File: config.mk
export PLATFORM = sky130hd
export DESIGN_NAME = mux_reg_scan_flat
export DESIGN_NICKNAME = d
export VERILOG_FILES = /design/src/rtl/mux_reg_scan_if.sv /design/src/rtl/mux_reg_scan.sv /design/src/flat_wrapper.sv
export SDC_FILE = /design/constraint.sdc
export NUM_CORES = 1
export LEC_CHECK = 0
export CORE_MARGIN = 2
export CORE_UTILIZATION = 44
export CTS_CLUSTER_DIAMETER = 30
export DETAILED_ROUTE_END_ITERATION = 10
export PLACE_DENSITY = 0.85
export SYNTH_ARGS = -nofsm -noshare
export SYNTH_HDL_FRONTEND = slang
export SYNTH_SLANG_ARGS = --single-unit
File: constraint.sdc
create_clock -name clk -period 2.36 [get_ports clk]
set_input_delay 0.354 -clock clk [delete_from_list [all_inputs] [get_ports clk]]
set_output_delay 0.354 -clock clk [all_outputs]
set_load 0.02 [all_outputs]
File: src/rtl/mux_reg_scan_if.sv
// Channel-select bus for mux_reg_scan. The master drives the channel inputs
// and controls. The slave returns the registered sample and its tags.
interface mux_reg_scan_if #(
  parameter int N = 4,
  parameter int W = 8
) ();
  localparam int SW = $clog2(N);

  logic             en;
  logic             mode;
  logic [SW-1:0]    sel;
  logic [N*W-1:0]   din;
  logic [W-1:0]     q;
  logic [SW-1:0]    q_ch;
  logic             q_valid;
  logic             wrap;

  modport master (
    output en, mode, sel, din,
    input  q, q_ch, q_valid, wrap
  );

  modport slave (
    input  en, mode, sel, din,
    output q, q_ch, q_valid, wrap
  );
endinterface

File: src/rtl/mux_reg_scan.sv
// Registered N:1 channel mux with manual select or round-robin scan.
// In scan mode each channel is held for DWELL enabled cycles.
module mux_reg_scan #(
  parameter int N     = 4,
  parameter int W     = 8,
  parameter int DWELL = 1
) (
  input  logic           clk,
  input  logic           rst,
  mux_reg_scan_if.slave  bus
);
  localparam int SW = $clog2(N);
  localparam int NP = 2 ** SW;

  localparam logic [SW:0]   N_EXT      = (SW+1)'(N);
  localparam logic [SW-1:0] LAST_CH    = SW'(N - 1);
  localparam logic [7:0]    DWELL_LAST = 8'(DWELL - 1);

  logic [SW-1:0] ptr;
  logic [7:0]    dcnt;

  // Channels are padded to a power of two so any select value indexes a
  // defined entry. Out-of-range selects never reach q.
  logic [W-1:0] ch [NP];

  for (genvar i = 0; i < NP; i++) begin : g_ch
    if (i < N) begin : g_real
      assign ch[i] = bus.din[i*W +: W];
    end else begin : g_pad
      assign ch[i] = '0;
    end
  end

  // NOTE: every register here is updated with <= so that all of them
  // sample the pre-edge values of ptr and dcnt. Blocking assignments
  // would let later statements see values that were already updated.
  always_ff @(posedge clk) begin
    if (rst) begin
      bus.q       <= '0;
      bus.q_ch    <= '0;
      bus.q_valid <= 1'b0;
      bus.wrap    <= 1'b0;
      ptr         <= '0;
      dcnt        <= '0;
    end else if (!bus.en) begin
      bus.q_valid <= 1'b0;
      bus.wrap    <= 1'b0;
    end else if (!bus.mode) begin
      ptr      <= '0;
      dcnt     <= '0;
      bus.wrap <= 1'b0;
      if ({1'b0, bus.sel} < N_EXT) begin
        bus.q       <= ch[bus.sel];
        bus.q_ch    <= bus.sel;
        bus.q_valid <= 1'b1;
      end else begin
        bus.q_valid <= 1'b0;
      end
    end else begin
      bus.q       <= ch[ptr];
      bus.q_ch    <= ptr;
      bus.q_valid <= 1'b1;
      if (dcnt == DWELL_LAST) begin
        dcnt <= '0;
        if (ptr == LAST_CH) begin
          ptr      <= '0;
          bus.wrap <= 1'b1;
        end else begin
          ptr      <= ptr + SW'(1);
          bus.wrap <= 1'b0;
        end
      end else begin
        dcnt     <= dcnt + 8'd1;
        bus.wrap <= 1'b0;
      end
    end
  end
endmodule

File: src/flat_wrapper.sv
// flat-port wrapper written by rule: the top's interface ports become plain ports
module mux_reg_scan_flat 
#(
  parameter int N     = 4,
  parameter int W     = 8,
  parameter int DWELL = 1
)
  (clk, rst, bus_en, bus_mode, bus_sel, bus_din, bus_q, bus_q_ch, bus_q_valid, bus_wrap);
  mux_reg_scan_if #(.N(N), .W(W)) bus_i ();
  input  logic clk;
  input  logic rst;
  input wire logic [$bits(bus_i.en)-1:0] bus_en;
  input wire logic [$bits(bus_i.mode)-1:0] bus_mode;
  input wire logic [$bits(bus_i.sel)-1:0] bus_sel;
  input wire logic [$bits(bus_i.din)-1:0] bus_din;
  output wire logic [$bits(bus_i.q)-1:0] bus_q;
  output wire logic [$bits(bus_i.q_ch)-1:0] bus_q_ch;
  output wire logic [$bits(bus_i.q_valid)-1:0] bus_q_valid;
  output wire logic [$bits(bus_i.wrap)-1:0] bus_wrap;
  assign bus_i.en = bus_en;
  assign bus_i.mode = bus_mode;
  assign bus_i.sel = bus_sel;
  assign bus_i.din = bus_din;
  assign bus_q = bus_i.q;
  assign bus_q_ch = bus_i.q_ch;
  assign bus_q_valid = bus_i.q_valid;
  assign bus_wrap = bus_i.wrap;
  mux_reg_scan #(.N(N), .W(W), .DWELL(DWELL)) u_core (.clk(clk), .rst(rst), .bus(bus_i));
endmodule
==> results.rst <==
.. list-table::
   :header-rows: 1

   * - Metric
     - Value
   * - Start point of the critical path
     - u_core.dcnt[0]
   * - Signal arrival time at the worst endpoint
     - 2.05 ns
   * - Vias per std cell
     - 5.80
   * - Post-route DRC violation count
     - 0
   * - Total routed wirelength
     - 2970 um
   * - Maximum capacitance violations
     - 0
   * - Longest Clk Path Bufs
     - 2
   * - Worst slew margin
     - 56.9%
   * - Placeable Area
     - 2830 um2
   * - Worst-case register-to-register setup slack
     - 0.53 ns
   * - Kind of critical path
     - flip-flop to flip-flop
   * - Design Power
     - 0.000836 W
   * - Library cell used as clock root buffer
     - sky130_fd_sc_hd__clkbuf_4
   * - Critical path launch point type
     - flip-flop
   * - Antenna diodes
     - 0
   * - Part of the cycle the worst path needs
     - 77.7%
   * - Setup repair after global routing missed its margin
     - false
   * - Synthesized net count
     - 169
   * - Layout cells sized above 1
     - 14.5%
   * - Highest clock frequency the design can meet
     - 545 MHz
   * - Worst setup slack before clock tree synthesis
     - 0.421 ns
   * - Most area-hungry cell type in the Yosys netlist
     - sky130_fd_sc_hd__dfxtp_1
   * - Setup TNS
     - 0 ns
   * - CTS tree
     - yes
   * - Number of global-route vias before repair
     - 1,232
   * - Count of buffers inserted at the top-level ports
     - 49
   * - Number of antenna violations at the first check in global routing
     - 0
   * - Transition time of the tightest slew-check pin
     - 0.645 ns
   * - Synth-to-layout area growth
     - 39.9%
   * - CTS buffer count
     - 3
   * - Violation count after the first detailed-route iteration
     - 43
   * - DP HPWL
     - 2480 um
   * - GRT Total Usage
     - 18.9%
   * - Worst-path maximum fanout
     - 6
   * - Number of cells produced by synthesis
     - 128
   * - Area of the die
     - 3490 um2
   * - Number of buffers inserted to repair setup after CTS
     - 0
   * - Layout Cells excl Fill
     - 204
   * - Worst flop-to-flop path startpoint
     - u_core.dcnt[0]
   * - Routed via count
     - 1,184
   * - Min cycle time layout
     - 1.83 ns
   * - Insertion delay of the later-clocked pin in the worst-skew pair
     - 0.31 ns
   * - Flip-flop and latch count after synthesis
     - 22
   * - Area share of the largest cell type after synthesis
     - 33.0%
   * - Pwr dens
     - 447 nW/um2
   * - Type of element capturing the critical path
     - flip-flop
   * - Die Width
     - 59.1 um
   * - Required time of the critical path
     - 2.58 ns
   * - Setup WS post-layout
     - 0.526 ns
   * - First-pass GRT wire length
     - 5050 um
   * - Number of placed cells counting well taps
     - 200
   * - Hold Violations, Final
     - 0
   * - Count of pins on the block boundary
     - 50
   * - Warning count from the yosys run
     - 0
   * - Number of different library cells in the post-synthesis netlist
     - 27
   * - Wire length per cell
     - 14.6 um
   * - Max-slew violations
     - 0
   * - CTS Hold Buffers Added
     - 0
   * - Most area-consuming cells after synthesis
     - sky130_fd_sc_hd__dfxtp_1 (33%), sky130_fd_sc_hd__mux4_2 (27%), sky130_fd_sc_hd__nor2_1 (5.6%)
   * - Syn Std Cell Area
     - 1340 um2
   * - Worst Min Path Start
     - u_core.bus.q[6]
   * - Weighted congestion at the end of routability-driven global placement
     - 0.809
   * - Path type of the worst min-delay path
     - flip-flop to flip-flop
   * - Final-layout fill cell count
     - 208
   * - Avg Inst Size Synth
     - 10.4 um2
   * - Clock transition at the registers of the reported paths
     - 0.12 ns
   * - Sum of overflow across all layers after global routing
     - 0
   * - Total clock sinks
     - 22
   * - Leakage Power
     - 0.643 nW
   * - Pin count of the biggest net entering global routing
     - 20
   * - Result of the run
     - finished clean
   * - Clock Skew
     - 0.00218 ns
   * - Maximum ir drop on the vdd rail
     - 0.199 mV
   * - Number of nets in the finished design
     - 215
   * - Height of the die
     - 59.1 um
   * - Cell Rows
     - 19
   * - Endpoints failing setup
     - 0
   * - Cells resized by post-CTS repair
     - 0
   * - 1st-pass router iterations
     - 4
   * - Maximum level of the CTS H-tree
     - 1
   * - Initial cell density of the core
     - 47.2%
   * - Number of routed nets with antenna violations
     - 0
   * - Share of the yosys chip area belonging to registers
     - 33.0%
cell usage in the layout (no fill, tap or decap), drive strengths merged:
| cell | netlist | final |
|---|---|---|
| o41a | 1 | 1 |
| mux2i | 2 | 2 |
| nand4 | 3 | 3 |
| a211oi | 2 | 2 |
| inv | 5 | 5 |
| xor2 | 3 | 3 |
| nor3 | 9 | 9 |
| o22ai | 8 | 8 |
| clkbuf | 6 | 4 |
| clkdlybuf4s50 | 0 | 49 |
| or3 | 1 | 1 |
| dfxtp | 22 | 22 |
| buf | 4 | 2 |
| a21oi | 2 | 2 |
| nor4 | 1 | 1 |
| nand2b | 2 | 2 |
| mux4 | 16 | 16 |
| nor2 | 20 | 20 |
| o32ai | 2 | 2 |
| ha | 3 | 3 |
| nor3b | 1 | 1 |
| nand3 | 3 | 3 |
| or4b | 1 | 1 |
| nand2 | 7 | 7 |
| xnor2 | 3 | 3 |
| o21bai | 1 | 1 |
through the flow:
step,utilization [%],area [um2],hold slack (ns)
final,66.1,1870,0.495
after detailed placement,64.8,1830,0.469
after CTS,66.1,1870,0.492
after floorplan,-,1340,0.483
after global routing,66.1,1870,0.514
after global placement,64.8,1830,0.469
worst max-delay path: stages (launching register included):
cell and delay, ns:
sky130_fd_sc_hd__dfxtp_1 0.37, sky130_fd_sc_hd__inv_1 0.09, sky130_fd_sc_hd__ha_1 0.14, sky130_fd_sc_hd__or4b_4 0.47
sky130_fd_sc_hd__o41a_4 0.40, sky130_fd_sc_hd__o21bai_4 0.19, sky130_fd_sc_hd__nor2_1 0.07
synth_stat cells:
cell                        n
sky130_fd_sc_hd__nand2b_1   2
sky130_fd_sc_hd__nand4_1    3
sky130_fd_sc_hd__o22ai_1    8
sky130_fd_sc_hd__o21bai_4   1
sky130_fd_sc_hd__nor2_1    20
sky130_fd_sc_hd__mux4_2    16
sky130_fd_sc_hd__buf_2      2
sky130_fd_sc_hd__nor3b_1    1
sky130_fd_sc_hd__xnor2_1    3
sky130_fd_sc_hd__dfxtp_1   22
sky130_fd_sc_hd__o41a_4     1
sky130_fd_sc_hd__or3_1      1
sky130_fd_sc_hd__buf_6      1
sky130_fd_sc_hd__clkbuf_1   6
sky130_fd_sc_hd__nor4_1     1
sky130_fd_sc_hd__buf_1      1
sky130_fd_sc_hd__inv_1      5
sky130_fd_sc_hd__or4b_4     1
sky130_fd_sc_hd__o32ai_1    2
sky130_fd_sc_hd__nand2_1    7
sky130_fd_sc_hd__a211oi_1   2
sky130_fd_sc_hd__mux2i_1    2
sky130_fd_sc_hd__ha_1       3
sky130_fd_sc_hd__nand3_1    3
sky130_fd_sc_hd__xor2_1     3
sky130_fd_sc_hd__nor3_1     9
sky130_fd_sc_hd__a21oi_1    2
metal layers:
| layer | wire length (um) | part of all wire (%) | track usage, % |
|---|---|---|---|
| met2 | 1580 | 53 | 35.1 |
| met5 | 0 | 0 | 0 |
| met1 | 1160 | 39 | 21.1 |
| met3 | 199 | 6.7 | 3.93 |
| met4 | 28 | 0.94 | 6.82 |
sequential cells by signal, summed over array words and instances (netlist names):
signal              count
u_core.bus.q_valid      1
u_core.bus.wrap         1
u_core.dcnt             8
u_core.ptr              2
u_core.bus.q            8
u_core.bus.q_ch         2
path summary, 6_finish.rpt:
path,depth (start not counted),end
worst max-delay path,6,u_core.dcnt[2]
worst min-delay path,2,u_core.bus.q[6]
worst max register to register,6,u_core.dcnt[2]
worst min register to register,2,u_core.bus.q[6]
power breakdown:
| part | switching (W) | internal (W) |
|---|---|---|
| logic | 0.0000842 | 0.000141 |
| clock network | 0.000114 | 0.0000944 |
| registers | 0.0000150 | 0.000388 |
| total | 0.000214 | 0.000623 |
cell type report:
type                    count  area [um2]  share of cell area (%)
multi-input cells          91         830                    44.4
repair buffers             51         505                    27.0
flip-flops and latches     22         440                    23.6
well taps                  31        38.8                    2.07
clock buffers               4        36.3                    1.94
inverters                   5        18.8                    1.00
cells by family (layout without fill, tap and decap cells):
group	after synthesis	count (layout)	synth area share (%)
and+or+nand+nor	48	48	16.9
DFF	22	22	33.0
muxes	18	18	28.5
AOI/OAI and AO/OA	16	16	9.93
buffers and inverters	15	60	4.96
xor gates and xnor gates	6	6	3.93
adders and majority gates	3	3	2.81
(Power assumes the default switching activity.)
